`src/rtl/adc_conv_sequencer_pkg.sv`:
```
// Shared types and width helpers for the ADC conversion sequencer.
package adc_seq_pkg;

    typedef enum logic [2:0] {
        IDLE    = 3'd0,
        ARM     = 3'd1,
        START   = 3'd2,
        WAIT    = 3'd3,
        CAPTURE = 3'd4,
        DONE    = 3'd5
    } seq_state_t;

    // Seven guard bits hold the sum of up to 2^7 full-scale codes.
    localparam int ACC_EXTRA = 7;
    localparam int PERIOD_W  = 16;

    function automatic int acc_width(input int result_w);
        return result_w + ACC_EXTRA;
    endfunction

    function automatic int tmo_width(input int timeout);
        return $clog2(timeout);
    endfunction

endpackage

```
`src/rtl/adc_conv_sequencer_if.sv`:
```
// Averaged-sample output port of the conversion sequencer.
interface adc_conv_sequencer_if #(
    parameter int RESULT_W = 12
) ();
    // Handshake: a sample transfers on a clock edge where data_valid_out and
    // data_ready_in are both 1; data_out is stable while valid waits for ready.
    logic [RESULT_W-1:0] data_out;
    logic                data_valid_out;
    logic                data_ready_in;

    modport master (output data_out, output data_valid_out, input data_ready_in);
    modport slave  (input data_out, input data_valid_out, output data_ready_in);
endinterface

```
`src/rtl/adc_conv_sequencer_sync_edge.sv`:
```
// Two-flop synchroniser with rising-edge detect for flags crossing into this clock.
module adc_sync_edge (
    input  logic clk,
    input  logic rst_n,
    input  logic async_in,
    output logic rise_out
);
    logic meta_q;
    logic sync_q;
    logic sync_d_q;

    always_ff @(posedge clk) begin
        if (!rst_n) begin
            meta_q   <= 1'b0;
            sync_q   <= 1'b0;
            sync_d_q <= 1'b0;
        end else begin
            meta_q   <= async_in;
            sync_q   <= meta_q;
            sync_d_q <= sync_q;
        end
    end

    assign rise_out = sync_q & ~sync_d_q;
endmodule

```
`src/rtl/adc_conv_sequencer.sv`:
```
// Sequences the SAR clock generator, averages 2^osr conversions per sample
// and delivers each sample over a valid/ready port.
module adc_conv_sequencer
    import adc_seq_pkg::*;
#(
    parameter int RESULT_W   = 12,
    parameter int ARM_CYCLES = 2,
    parameter int START_HOLD = 3,
    parameter int TIMEOUT    = 1024
) (
    input  logic                clk_vcm,
    input  logic                rst_n,
    input  logic                trig_in,
    input  logic                cfg_continuous,
    input  logic [PERIOD_W-1:0] cfg_period,
    input  logic [2:0]          cfg_osr,
    input  logic                cfg_enable_dlycontrol,
    input  logic [4:0]          cfg_dly1,
    input  logic [4:0]          cfg_dly2,
    input  logic [4:0]          cfg_dly3,
    input  logic [5:0]          cfg_dly4,
    input  logic                err_clr_in,
    input  logic                conv_finished_in,
    input  logic [RESULT_W-1:0] result_in,
    output logic                ena_out,
    output logic                start_conv_out,
    output logic                enable_dlycontrol_out,
    output logic [4:0]          dlycontrol1_out,
    output logic [4:0]          dlycontrol2_out,
    output logic [4:0]          dlycontrol3_out,
    output logic [5:0]          dlycontrol4_out,
    output logic                busy_out,
    output logic                timeout_err_out,
    output logic                overrun_err_out,
    output seq_state_t          state_dbg,
    adc_conv_sequencer_if.master dout
);
    localparam int ACC_W = acc_width(RESULT_W);
    localparam int TMO_W = tmo_width(TIMEOUT);
    localparam int PH_W  = 8;

    seq_state_t          state, state_nxt;
    logic [PH_W-1:0]     ph_cnt;
    logic [TMO_W-1:0]    tmo_cnt;
    logic [7:0]          conv_cnt;
    logic [2:0]          osr_q;
    logic [ACC_W-1:0]    acc;
    logic [RESULT_W-1:0] res_q;
    logic [PERIOD_W-1:0] per_cnt;
    logic [RESULT_W-1:0] data_q;
    logic                valid_q;

    logic                fin_rise;
    logic [PERIOD_W-1:0] per_lim;
    logic                launch;
    logic [7:0]          conv_last;
    logic                tmo_hit;
    logic                ovr_set;

    adc_sync_edge u_fin_sync (
        .clk      (clk_vcm),
        .rst_n    (rst_n),
        .async_in (conv_finished_in),
        .rise_out (fin_rise)
    );

    // A period of 0 behaves as 1, i.e. a new burst on every IDLE cycle.
    assign per_lim   = (cfg_period == '0) ? '0 : cfg_period - PERIOD_W'(1);
    assign launch    = trig_in | (cfg_continuous & (per_cnt >= per_lim));
    assign conv_last = (8'd1 << osr_q) - 8'd1;
    assign tmo_hit   = (state == WAIT) && !fin_rise && (tmo_cnt == TMO_W'(TIMEOUT - 1));
    assign ovr_set   = (state == DONE) && valid_q && !dout.data_ready_in;

    always_ff @(posedge clk_vcm) begin
        if (!rst_n) state <= IDLE;
        else        state <= state_nxt;
    end

    always_comb begin
        state_nxt = state;
        case (state)
            IDLE:    if (launch) state_nxt = ARM;
            ARM:     if (ph_cnt == PH_W'(ARM_CYCLES - 1)) state_nxt = START;
            START:   if (ph_cnt == PH_W'(START_HOLD - 1)) state_nxt = WAIT;
            WAIT: begin
                if (fin_rise)     state_nxt = CAPTURE;
                else if (tmo_hit) state_nxt = IDLE;
            end
            CAPTURE: state_nxt = (conv_cnt < conv_last) ? START : DONE;
            DONE:    state_nxt = IDLE;
            default: state_nxt = IDLE;
        endcase
    end

    always_comb begin
        ena_out        = 1'b0;
        start_conv_out = 1'b0;
        busy_out       = 1'b0;
        if (state != IDLE) begin
            ena_out  = 1'b1;
            busy_out = 1'b1;
        end
        if (state == START) start_conv_out = 1'b1;
    end

    assign state_dbg           = state;
    assign dout.data_out       = data_q;
    assign dout.data_valid_out = valid_q;

    always_ff @(posedge clk_vcm) begin
        if (!rst_n) begin
            ph_cnt                <= '0;
            tmo_cnt               <= '0;
            conv_cnt              <= '0;
            osr_q                 <= '0;
            acc                   <= '0;
            res_q                 <= '0;
            per_cnt               <= '0;
            data_q                <= '0;
            valid_q               <= 1'b0;
            timeout_err_out       <= 1'b0;
            overrun_err_out       <= 1'b0;
            enable_dlycontrol_out <= 1'b0;
            dlycontrol1_out       <= '0;
            dlycontrol2_out       <= '0;
            dlycontrol3_out       <= '0;
            dlycontrol4_out       <= '0;
        end else begin
            ph_cnt <= (state_nxt != state) ? '0 : ph_cnt + PH_W'(1);

            if (state == IDLE && state_nxt == ARM) begin
                per_cnt  <= '0;
                acc      <= '0;
                conv_cnt <= '0;
                osr_q    <= cfg_osr;
            end else if (per_cnt != '1) begin
                per_cnt <= per_cnt + PERIOD_W'(1);
            end

            if (state == START)     tmo_cnt <= '0;
            else if (state == WAIT) tmo_cnt <= tmo_cnt + TMO_W'(1);

            if (state == WAIT && fin_rise) res_q <= result_in;

            if (state == CAPTURE) begin
                acc <= acc + ACC_W'(res_q);
                if (conv_cnt < conv_last) conv_cnt <= conv_cnt + 8'd1;
            end

            // Generator delays may only change between bursts.
            if (state == IDLE) begin
                enable_dlycontrol_out <= cfg_enable_dlycontrol;
                dlycontrol1_out       <= cfg_dly1;
                dlycontrol2_out       <= cfg_dly2;
                dlycontrol3_out       <= cfg_dly3;
                dlycontrol4_out       <= cfg_dly4;
            end

            if (state == DONE) begin
                data_q  <= RESULT_W'(acc >> osr_q);
                valid_q <= 1'b1;
            end else if (valid_q && dout.data_ready_in) begin
                valid_q <= 1'b0;
            end

            if (tmo_hit)         timeout_err_out <= 1'b1;
            else if (err_clr_in) timeout_err_out <= 1'b0;

            if (ovr_set)         overrun_err_out <= 1'b1;
            else if (err_clr_in) overrun_err_out <= 1'b0;
        end
    end
endmodule

```
`src/flat_wrapper.sv`:
```
// flat-port wrapper written by rule: the top's interface ports become plain ports
module adc_conv_sequencer_flat import adc_seq_pkg::*;
#(
    parameter int RESULT_W   = 12,
    parameter int ARM_CYCLES = 2,
    parameter int START_HOLD = 3,
    parameter int TIMEOUT    = 1024
)
  (clk_vcm, rst_n, trig_in, cfg_continuous, cfg_period, cfg_osr, cfg_enable_dlycontrol, cfg_dly1, cfg_dly2, cfg_dly3, cfg_dly4, err_clr_in, conv_finished_in, result_in, ena_out, start_conv_out, enable_dlycontrol_out, dlycontrol1_out, dlycontrol2_out, dlycontrol3_out, dlycontrol4_out, busy_out, timeout_err_out, overrun_err_out, state_dbg, dout_data_out, dout_data_valid_out, dout_data_ready_in);
  adc_conv_sequencer_if #(.RESULT_W(RESULT_W)) dout_i ();
  input  logic clk_vcm;
  input  logic rst_n;
  input  logic trig_in;
  input  logic cfg_continuous;
  input  logic [PERIOD_W-1:0] cfg_period;
  input  logic [2:0] cfg_osr;
  input  logic cfg_enable_dlycontrol;
  input  logic [4:0] cfg_dly1;
  input  logic [4:0] cfg_dly2;
  input  logic [4:0] cfg_dly3;
  input  logic [5:0] cfg_dly4;
  input  logic err_clr_in;
  input  logic conv_finished_in;
  input  logic [RESULT_W-1:0] result_in;
  output logic ena_out;
  output logic start_conv_out;
  output logic enable_dlycontrol_out;
  output logic [4:0] dlycontrol1_out;
  output logic [4:0] dlycontrol2_out;
  output logic [4:0] dlycontrol3_out;
  output logic [5:0] dlycontrol4_out;
  output logic busy_out;
  output logic timeout_err_out;
  output logic overrun_err_out;
  output seq_state_t state_dbg;
  output wire logic [$bits(dout_i.data_out)-1:0] dout_data_out;
  output wire logic [$bits(dout_i.data_valid_out)-1:0] dout_data_valid_out;
  input wire logic [$bits(dout_i.data_ready_in)-1:0] dout_data_ready_in;
  assign dout_data_out = dout_i.data_out;
  assign dout_data_valid_out = dout_i.data_valid_out;
  assign dout_i.data_ready_in = dout_data_ready_in;
  adc_conv_sequencer #(.RESULT_W(RESULT_W), .ARM_CYCLES(ARM_CYCLES), .START_HOLD(START_HOLD), .TIMEOUT(TIMEOUT)) u_core (.clk_vcm(clk_vcm), .rst_n(rst_n), .trig_in(trig_in), .cfg_continuous(cfg_continuous), .cfg_period(cfg_period), .cfg_osr(cfg_osr), .cfg_enable_dlycontrol(cfg_enable_dlycontrol), .cfg_dly1(cfg_dly1), .cfg_dly2(cfg_dly2), .cfg_dly3(cfg_dly3), .cfg_dly4(cfg_dly4), .err_clr_in(err_clr_in), .conv_finished_in(conv_finished_in), .result_in(result_in), .ena_out(ena_out), .start_conv_out(start_conv_out), .enable_dlycontrol_out(enable_dlycontrol_out), .dlycontrol1_out(dlycontrol1_out), .dlycontrol2_out(dlycontrol2_out), .dlycontrol3_out(dlycontrol3_out), .dlycontrol4_out(dlycontrol4_out), .busy_out(busy_out), .timeout_err_out(timeout_err_out), .overrun_err_out(overrun_err_out), .state_dbg(state_dbg), .dout(dout_i));
endmodule
```
`config.mk`:
```
export PLATFORM = sky130hd
export DESIGN_NAME = adc_conv_sequencer_flat
export DESIGN_NICKNAME = d
export VERILOG_FILES = /design/src/rtl/adc_conv_sequencer_pkg.sv /design/src/rtl/adc_conv_sequencer_if.sv /design/src/rtl/adc_conv_sequencer_sync_edge.sv /design/src/rtl/adc_conv_sequencer.sv /design/src/flat_wrapper.sv
export SDC_FILE = /design/constraint.sdc
export NUM_CORES = 1
export LEC_CHECK = 0
export CORE_ASPECT_RATIO = 0.8
export CORE_MARGIN = 4
export CORE_UTILIZATION = 40
export CTS_CLUSTER_DIAMETER = 120
export DETAILED_ROUTE_END_ITERATION = 7
export GPL_ROUTABILITY_DRIVEN = 1
export SLEW_MARGIN = 20
export SYNTH_ARGS = -nofsm -noshare
export SYNTH_HDL_FRONTEND = slang
export SYNTH_SLANG_ARGS = --single-unit
```
`constraint.sdc`:
```
create_clock -name clk_vcm -period 4.2 [get_ports clk_vcm]
set_input_delay 0.63 -clock clk_vcm [delete_from_list [all_inputs] [get_ports clk_vcm]]
set_output_delay 0.63 -clock clk_vcm [all_outputs]
set_load 0.01 [all_outputs]
```
==> out/summary.txt, run 1 <==
outcome - finished, final reports clean
Die Wd - 153 um
Starting Density - 40.8%
port buffer count - 102
pwr/cell area - 368 nW/um2
I/O Pins - 103
reg2reg start - u_core.osr_q[2]
setup TNS - 0 ns
Leakage - 3.39 nW
critical path class - input port to flop
Hold WC Path Type - flop to flop
switch share - 23.7%
maximum capacitance violations - 0
crit end category - flop
Async SR Flop Fraction - 0%
postcts setup bufs - 0
maximum clock frequency - 269 MHz
synth unique cells - 69
Iter 0 DRT Violations - 375
RSZ-0062 raised after global routing - no
skew final - 0.00713 ns
cell taking the most area after synthesis - dfxtp_1
Root Buffer Master - clkbuf_16
Finished Cell Area - 8630 um2
Seq pwr share - 37.6%
Final min period - 3.72 ns
Total Routing Usage GR - 17.9%
Synthesis Warnings - 0
TritonCTS Buffers - 17
Post-Synthesis Cells - 838
first-pass GRT wire length - 28.5 mm
# DRC - 0
post-layout util - 52.2%
Die H - 124 um
leading post-synthesis cells by cell area - dfxtp_1 (35%), ha_1 (8.1%), nand2_1 (8.1%), a21oi_1 (5.6%), nor2_1 (4.6%)
origin of the worst setup path - cfg_period[0]
Hold Startpoint - u_core.u_fin_sync.meta_q
core outline area - 16600 um2
Pwr Total - 3.18 mW
routability congestion estimate - 0.805
Mapped Area - 6760 um2
Area Growth Syn to Fin - 27.8%
Clock transition at path regs - 0.06 ns
critical path arrival - 4.01 ns
Post-synth EDFFs - 0
cts-stage hold buffer count - 0
per-cell routed wire length - 14.3 um
Final Hold Fails - 0
antenna violations before repair - 0
setup violation total in the final timing report - 0
num rows - 42
register bit total from synthesis - 119
Mapped Nets - 943
required time worst endpoint - 4.49 ns
Nets - 1033
Worst setup SP type - input port
clock latency on the worst-skew pair - 0.41 ns
half-perimeter wire length after placement - 12.2 mm
diode count - 0
Comb pwr share - 11.8%
most frequent cells after synthesis - nand2_1 (146), dfxtp_1 (119), nor2_1 (82), a21oi_1 (76), nand3_1 (45)
DRT Pass-1 Iters - 5
layout cell share with drive strength beyond 1 - 6.91%
R2R cell count - 14
grt ovf - 0
Routed WL - 16.7 mm
clock share of power - 50.6%
Avg Vias per Cell - 5.24
ys flop type - dfxtp_1
CTS tree - done
fillers - 1615
count leader, synth - nand2_1
largest net degree at the start of global routing - 42
final max-slew violation count - 0
vias in the first global route - 5676
Worst Tran Pin Value - 0.786 ns
hold-critical path depth - 1
clk buf depth - 2
Switch Pwr - 752 uW
Peak VDD IR - 0.276 mV
relative slew slack - 47.5%
top cell type's share of synthesized area - 35.3%
internal power - 2.43 mW
H-tree depth - 4
syn avg cell area - 8.06 um2
CTS resizes - 0
routed via count - 6078
period utilization - 88.5%
CTS Sinks - 119
maximum net fanout on the critical path - 14
Seq/Total Area, Yosys - 35.3%
Routed Antenna Nets - 0
final hold slack - 0.439 ns
Cell Area, Placed - 7980 um2
die area - 19000 um2
stage by stage:
step | setup WS, ns | instances
after detailed placement | 0.0765 | 1129
after floorplan | 0.753 | 838
after CTS | 0.493 | 1161
after global placement | 0.0526 | 1129
final | 0.484 | 1161
after global routing | 0.114 | 1161
state kept, by name, summed over array words and instances, names as in the netlist, 3 cells and up:
register                count
u_core.dlycontrol4_out      6
u_core.acc                 19
u_core.tmo_cnt             10
u_core.dlycontrol2_out      5
u_core.osr_q                3
u_core.res_q               12
u_core.ph_cnt               8
u_core.conv_cnt             8
u_core.dlycontrol1_out      5
u_core.dlycontrol3_out      5
u_core.dout.data_out       12
u_core.state_dbg            3
u_core.per_cnt             16
final timing paths:
path	to	slack, ns
worst max-delay path	u_core.osr_q[0]	0.48
worst min-delay path	u_core.u_fin_sync.sync_q	0.44
worst max register to register	u_core.conv_cnt[7]	0.79
worst min register to register	u_core.u_fin_sync.sync_q	0.44
placed cells by master, fill, tap and decap left out, types with 8 or more instances in the layout:
master and instances:
clkbuf_16 17, nand2_1 146, xor2_1 30, clkdlybuf4s50_1 102, and3_1 17, inv_1 11, ha_1 44, a21oi_1 76
a311oi_1 9, or3_1 11, nor2_1 82, nand2b_1 8, o21ai_0 21, buf_4 14, nand3_1 45, dfxtp_1 119
a211oi_1 8, a31oi_1 8, nor3_1 14, nand4_1 16, mux2i_1 26, xnor2_1 14
power by group through the flow:
stage / Combinational (mW) / Clock (mW) / Sequential, mW
floorplan: 0.206 / 0 / 1.22
global placement: 0.374 / 0 / 1.22
CTS: 0.378 / 1.65 / 1.20
global route: 0.416 / 1.70 / 1.20
finish: 0.375 / 1.61 / 1.20
detailed placement: 0.375 / 0 / 1.22
logic make-up (layout without fill, tap and decap cells):
family	after synthesis	after routing	share of synthesized area, %
AND/OR/NAND/NOR	371	371	25.3
AO/OA/AOI/OAI	169	169	16.5
flip-flops	119	119	35.3
buffers and inverters	59	162	3.72
adder cells (fa/ha/maj)	45	45	8.44
XOR/XNOR	44	44	5.70
multiplexers	30	30	5.02
other	1	1	0.0555
layout make-up:
| type | instances | area (um2) | share of cell area [%] |
|---|---|---|---|
| Inverter | 13 | 48.8 | 0.565 |
| Tap cell | 220 | 275 | 3.19 |
| Clock buffer | 19 | 453 | 5.25 |
| Timing Repair Buffer | 117 | 1150 | 13.3 |
| Multi-Input combinational cell | 660 | 4130 | 47.8 |
| Sequential cell | 119 | 2380 | 27.6 |
| Clock inverter | 13 | 201 | 2.33 |
per-layer routing:
metal,GRT usage (%),part of all wire [%]
met5,0,0
met1,26.0,51
met2,24.9,40
met3,6.37,7.5
met4,5.03,1.1
worst max-delay path: stages:
cell and delay, ns:
clkdlybuf4s50_1 0.41, inv_1 0.11, ha_1 0.19, nand2b_1 0.10
nor4_1 0.29, buf_4 0.19, xor2_1 0.16, nand2_1 0.07
ha_1 0.29, nand4_1 0.10, o41a_1 0.45, o21ai_2 0.36
nand2_2 0.24, buf_12 0.21, mux2i_1 0.14, nor2_1 0.05
No activity file was read; power rests on OpenSTA's default activity.
==> inputs of run 2 (changes only) <==
--- a/config.mk
+++ b/config.mk
@@ -11,7 +11,8 @@
 export CTS_CLUSTER_DIAMETER = 120
 export DETAILED_ROUTE_END_ITERATION = 7
 export GPL_ROUTABILITY_DRIVEN = 1
-export SLEW_MARGIN = 20
+export PLACE_DENSITY_LB_ADDON = 0.15
+export SLEW_MARGIN = 10
 export SYNTH_ARGS = -nofsm -noshare
 export SYNTH_HDL_FRONTEND = slang
 export SYNTH_SLANG_ARGS = --single-unit
==> out/summary.txt, run 2 (synthesis gave the netlist of run 1 again) <==
Largest regs - u_core.acc (19), u_core.per_cnt (16)
setup TNS - 0 ns (unchanged)
pwr/cell area - 358 nW/um2 (-2.8%)
routability congestion estimate - 0.840 (+4.3%)
Total Routing Usage GR - 18.0% (+0.047 points)
Starting Density - 40.8% (unchanged)
Pwr Total - 3.08 mW (-3.0%)
hold-critical path depth - 1 (unchanged)
clk buf depth - 2 (unchanged)
diode count - 0 (unchanged)
Final min period - 3.68 ns (-0.0392 ns)
relative slew slack - 39.4% (-8.1 points)
num rows - 42 (unchanged)
fillers - 1599 (-0.99%)
most frequent cells in the layout - nand2_1 (146), dfxtp_1 (119), clkdlybuf4s50_1 (102)
required time worst endpoint - 4.53 ns (+0.04 ns)
setup violation total in the final timing report - 0 (unchanged)
maximum clock frequency - 272 MHz (+1.1%)
Comb pwr share - 12.3% (+0.5 points)
switch share - 24.7% (+1.0 points)
final max-slew violation count - 0 (unchanged)
die area - 19000 um2 (unchanged)
CTS resizes - 0 (unchanged)
vias in the first global route - 5574 (-1.8%)
Nets - 1036 (+0.29%)
Iter 0 DRT Violations - 311 (-17%)
maximum net fanout on the critical path - 17 (+3)
max reg flops - 19 (unchanged)
core outline area - 16600 um2 (unchanged)
largest net degree at the start of global routing - 50 (+19%)
I/O Pins - 103 (unchanged)
cts-stage hold buffer count - 0 (unchanged)
Clock transition at path regs - 0.06 ns (about the same)
per-cell routed wire length - 14.7 um (+2.4%)
GR Layer Usage met3 - 6.12% (-0.24 points)
H-tree depth - 4 (unchanged)
Peak VDD IR - 0.323 mV (+17%)
Hold WC Path Type - flop to flop
Die Wd - 153 um (unchanged)
DRT Pass-1 Iters - 4 (-1)
TritonCTS Buffers - 17 (unchanged)
Largest Register - u_core.acc
grt ovf - 0 (unchanged)
layer with the highest usage - met1
Placed Cells - 1132 (+0.27%)
routed via count - 6118 (+0.66%)
Leakage - 3.38 nW (-0.16%)
clock latency on the worst-skew pair - 0.42 ns (about the same)
outcome - finished, final reports clean
Area Growth Syn to Fin - 27.6%
RSZ-0062 raised after global routing - no
M2 GR Usage - 25.6% (+0.65 points)
CTS Sinks - 119 (unchanged)
CTS tree - done
Root Buffer Master - clkbuf_16
Avg Vias per Cell - 5.26 (+0.40%)
Worst setup SP type - input port
critical path class - input port to flop
met1 Usage GRT - 25.8% (-0.20 points)
Routed WL - 17.1 mm (+2.7%)
Final Hold Fails - 0 (unchanged)
Seq pwr share - 38.7% (+1.1 points)
leading cell type in the layout, fill and taps excluded - nand2_1
Die H - 124 um (unchanged)
fin cells - 1164 (+0.26%)
layout cell share with drive strength beyond 1 - 7.20% (+0.30 points)
crit end category - flop
port buffer count - 102 (unchanged)
half-perimeter wire length after placement - 12.3 mm (+1.1%)
postcts setup bufs - 0 (unchanged)
clock share of power - 49.0% (-1.6 points)
first-pass GRT wire length - 28.5 mm (about the same)
period utilization - 87.5% (-0.93 points)
Switch Pwr - 761 uW (+1.1%)
critical path arrival - 4.00 ns (about the same)
skew final - 0.00861 ns (+0.00148 ns)
# DRC - 0 (unchanged)
antenna violations before repair - 0 (unchanged)
maximum capacitance violations - 0 (unchanged)
Routed Antenna Nets - 0 (unchanged)
Worst Tran Pin Value - 0.908 ns (+0.121 ns)
R2R cell count - 14 (unchanged)
internal power - 2.32 mW (-4.2%)
-- run 2: worst max-delay path: stages --
cell and delay [ns]:
clkdlybuf4s50_1 0.45, nor4_1 0.28, buf_4 0.16, nor2b_1 0.19, and3_1 0.24, nand2_1 0.08
xnor2_1 0.15, nand2_1 0.09, ha_1 0.31, a21oi_1 0.12, o21ai_0 0.12, nor4_1 0.31
o21ai_2 0.18, nand2_2 0.19, buf_12 0.18, mux2i_1 0.08, a211oi_1 0.24
-- run 2: layout make-up --
class	instances	area, um2	share of cell area (%)
multi-input cells	660	4130	47.9
clock inverters	12	149	1.73
well taps	220	275	3.19
repair buffers	120	1170	13.6
flip-flops and latches	119	2380	27.6
clock buffers	20	467	5.42
inverters	13	48.8	0.566
-- run 2: path summary, 6_finish.rpt --
kind         slack, ns                      from                        to
max               0.52             cfg_period[9]            u_core.acc[13]
min               0.44  u_core.u_fin_sync.meta_q  u_core.u_fin_sync.sync_q
max reg2reg       0.69           u_core.osr_q[2]        u_core.conv_cnt[3]
min reg2reg       0.44  u_core.u_fin_sync.meta_q  u_core.u_fin_sync.sync_q
-- run 2: layer usage --
metal / routed length, um / vias up
li1: - / 3166
met1: 8510 / 2775
met2: 7130 / 159
met3: 1290 / 18
met4: 174 / 0
met5: 0 / -
-- run 2: stage by stage --
| step | hold slack (ns) | setup WS (ns) | utilization [%] | area (um2) |
|---|---|---|---|---|
| 3_3_place_gp | 0.418 | 0.153 | 48.3 | 8000 |
| 5_1_grt | 0.465 | 0.195 | 52.1 | 8620 |
| 6_report | 0.437 | 0.523 | 52.1 | 8620 |
| 2_1_floorplan | 0.412 | 0.753 | - | 6760 |
| 3_5_place_dp | 0.434 | 0.0897 | 48.3 | 8000 |
| 4_1_cts | 0.441 | 0.517 | 52.1 | 8620 |
-- run 2: power groups by stage --
stage | registers [mW] | clock network, mW | logic [mW]
global route | 1.20 | 1.58 | 0.421
CTS | 1.19 | 1.54 | 0.383
finish | 1.19 | 1.51 | 0.379
global placement | 1.22 | 0 | 0.379
detailed placement | 1.22 | 0 | 0.379
floorplan | 1.22 | 0 | 0.206
==> inputs of run 3 (changes only) <==
--- a/config.mk
+++ b/config.mk
@@ -5,12 +5,14 @@
 export SDC_FILE = /design/constraint.sdc
 export NUM_CORES = 1
 export LEC_CHECK = 0
+export ABC_CLOCK_PERIOD_IN_PS = 4200
 export CORE_ASPECT_RATIO = 0.8
 export CORE_MARGIN = 4
 export CORE_UTILIZATION = 40
 export CTS_CLUSTER_DIAMETER = 120
 export DETAILED_ROUTE_END_ITERATION = 7
 export GPL_ROUTABILITY_DRIVEN = 1
+export MAX_ROUTING_LAYER = met4
 export PLACE_DENSITY_LB_ADDON = 0.15
 export SLEW_MARGIN = 10
 export SYNTH_ARGS = -nofsm -noshare
==> out/summary.txt, run 3 (synthesis gave the netlist of run 1 again) <==
outcome - finished, final reports clean
pre-CTS setup slack - 0.0897 ns (unchanged)
Die Wd - 153 um (unchanged)
Total Routing Usage GR - 18.5% (+0.50 points)
per-cell routed wire length - 14.7 um (+0.12%)
H-tree depth - 4 (unchanged)
layout cell share with drive strength beyond 1 - 7.20% (unchanged)
Avg Vias per Cell - 5.26 (+0.15%)
critical path arrival - 4.01 ns (about the same)
Finished Cell Area - 8620 um2 (unchanged)
maximum clock frequency - 271 MHz (-0.26%)
flop-to-flop setup slack - 0.74 ns (+0.05 ns)
relative slew slack - 38.6% (-0.81 points)
Starting Density - 40.8% (unchanged)
clock latency on the worst-skew pair - 0.42 ns (about the same)
I/O Pins - 103 (unchanged)
CTS resizes - 0 (unchanged)
RSZ-0062 raised after global routing - no
most frequent cells in the layout - nand2_1 (146), dfxtp_1 (119), clkdlybuf4s50_1 (102)
DRT Pass-1 Iters - 4 (unchanged)
die area - 19000 um2 (unchanged)
Peak VDD IR - 0.325 mV (+0.80%)
largest net degree at the start of global routing - 50 (unchanged)
CTS Sinks - 119 (unchanged)
grt ovf - 0 (unchanged)
setup TNS - 0 ns (unchanged)
Clock transition at path regs - 0.06 ns (about the same)
diode count - 0 (unchanged)
TritonCTS Buffers - 17 (unchanged)
cts-stage hold buffer count - 0 (unchanged)
final max-slew violation count - 0 (unchanged)
Worst Tran Pin Value - 0.920 ns (+0.0122 ns)
period utilization - 87.8% (+0.23 points)
antenna violations before repair - 0 (unchanged)
Largest Register - u_core.acc
routed via count - 6127 (+0.15%)
clk buf depth - 2 (unchanged)
critical path class - input port to flop
Root Buffer Master - clkbuf_16
leading cell type in the layout, fill and taps excluded - nand2_1
Iter 0 DRT Violations - 306 (-1.6%)
Leakage - 3.38 nW (unchanged)
Hold WC Path Type - flop to flop
Area Growth Syn to Fin - 27.6% (unchanged)
Die H - 124 um (unchanged)
setup violation total in the final timing report - 0 (unchanged)
CTS tree - done
Cell Area, Placed - 8000 um2 (unchanged)
reg2reg start - u_core.osr_q[2]
required time worst endpoint - 4.52 ns (about the same)
maximum net fanout on the critical path - 17 (unchanged)
Routed WL - 17.1 mm (+0.12%)
Final min period - 3.69 ns (+0.00969 ns)
core outline area - 16600 um2 (unchanged)
postcts setup bufs - 0 (unchanged)
port buffer count - 102 (unchanged)
pwr/cell area - 358 nW/um2 (about the same)
Largest regs - u_core.acc (19), u_core.per_cnt (16)
Hold Startpoint - u_core.u_fin_sync.meta_q
vias in the first global route - 5591 (+0.30%)
maximum capacitance violations - 0 (unchanged)
Hold EP - u_core.u_fin_sync.sync_q
R2R cell count - 14 (unchanged)
final worst slack - 0.513 ns (-0.00969 ns)
final hold slack - 0.436 ns (-0.000739 ns)
max reg flops - 19 (unchanged)
hold-critical path depth - 1 (unchanged)
Nets - 1036 (unchanged)
r2r endpoint - u_core.conv_cnt[3]
routability congestion estimate - 0.853 (+1.6%)
first-pass GRT wire length - 28.5 mm (-0.12%)
Worst setup SP type - input port
crit end category - flop
# DRC - 0 (unchanged)
skew final - 0.00889 ns (+0.000275 ns)
Final Hold Fails - 0 (unchanged)
half-perimeter wire length after placement - 12.3 mm (unchanged)
num rows - 42 (unchanged)
Routed Antenna Nets - 0 (unchanged)
-- run 3: cell counts in the layout (fill, tap and decap cells not counted) --
Identical to the previous run, type by type.
-- run 3: cell type report --
class                   count  area (um2)
clock buffers              20         467
clock inverters            12         149
fillers                  1599        7940
inverters                  13        48.8
multi-input cells         660        4130
flip-flops and latches    119        2380
well taps                 220         275
repair buffers            120        1170
-- run 3: report_power, final --
group / internal (mW) / switching, mW
logic: 0.184 / 0.196
clock network: 0.976 / 0.535
registers: 1.16 / 0.0306
total: 2.32 / 0.762
-- run 3: routing by layer --
layer | vias up | share of wire [%] | GRT usage [%]
met5 | - | 0 | -
met4 | 0 | 0.82 | 4.87
met3 | 12 | 6.6 | 5.05
met2 | 152 | 41 | 25.5
met1 | 2799 | 51 | 26.5
li1 | 3164 | - | -
-- run 3: how the worst max path moves through the flow --
stage                  start               end  depth (start not counted)
4_1_cts        cfg_period[9]    u_core.acc[13]                         17
6_report       cfg_period[9]    u_core.acc[13]                         17
2_1_floorplan  cfg_period[0]  u_core.ph_cnt[2]                         16
5_1_grt        cfg_period[9]   u_core.osr_q[0]                         17
3_3_place_gp   cfg_period[9]    u_core.acc[13]                         15
3_5_place_dp   cfg_period[9]    u_core.acc[13]                         17
-- run 3: critical path: stages --
cell and delay, ns:
clkdlybuf4s50_1 0.45, nor4_1 0.28, buf_4 0.16, nor2b_1 0.19, and3_1 0.24, nand2_1 0.08, xnor2_1 0.15, nand2_1 0.09
ha_1 0.31, a21oi_1 0.12, o21ai_0 0.12, nor4_1 0.31, o21ai_2 0.18, nand2_2 0.19, buf_12 0.18, mux2i_1 0.08
a211oi_1 0.24
-- run 3: per-stage QoR --
stage / cells / total power, mW / utilization, %
2_1_floorplan: 838 / 1.43 / -
3_3_place_gp: 1132 / 1.60 / 48.3
3_5_place_dp: 1132 / 1.60 / 48.3
4_1_cts: 1164 / 3.12 / 52.1
5_1_grt: 1164 / 3.20 / 52.1
6_report: 1164 / 3.08 / 52.1
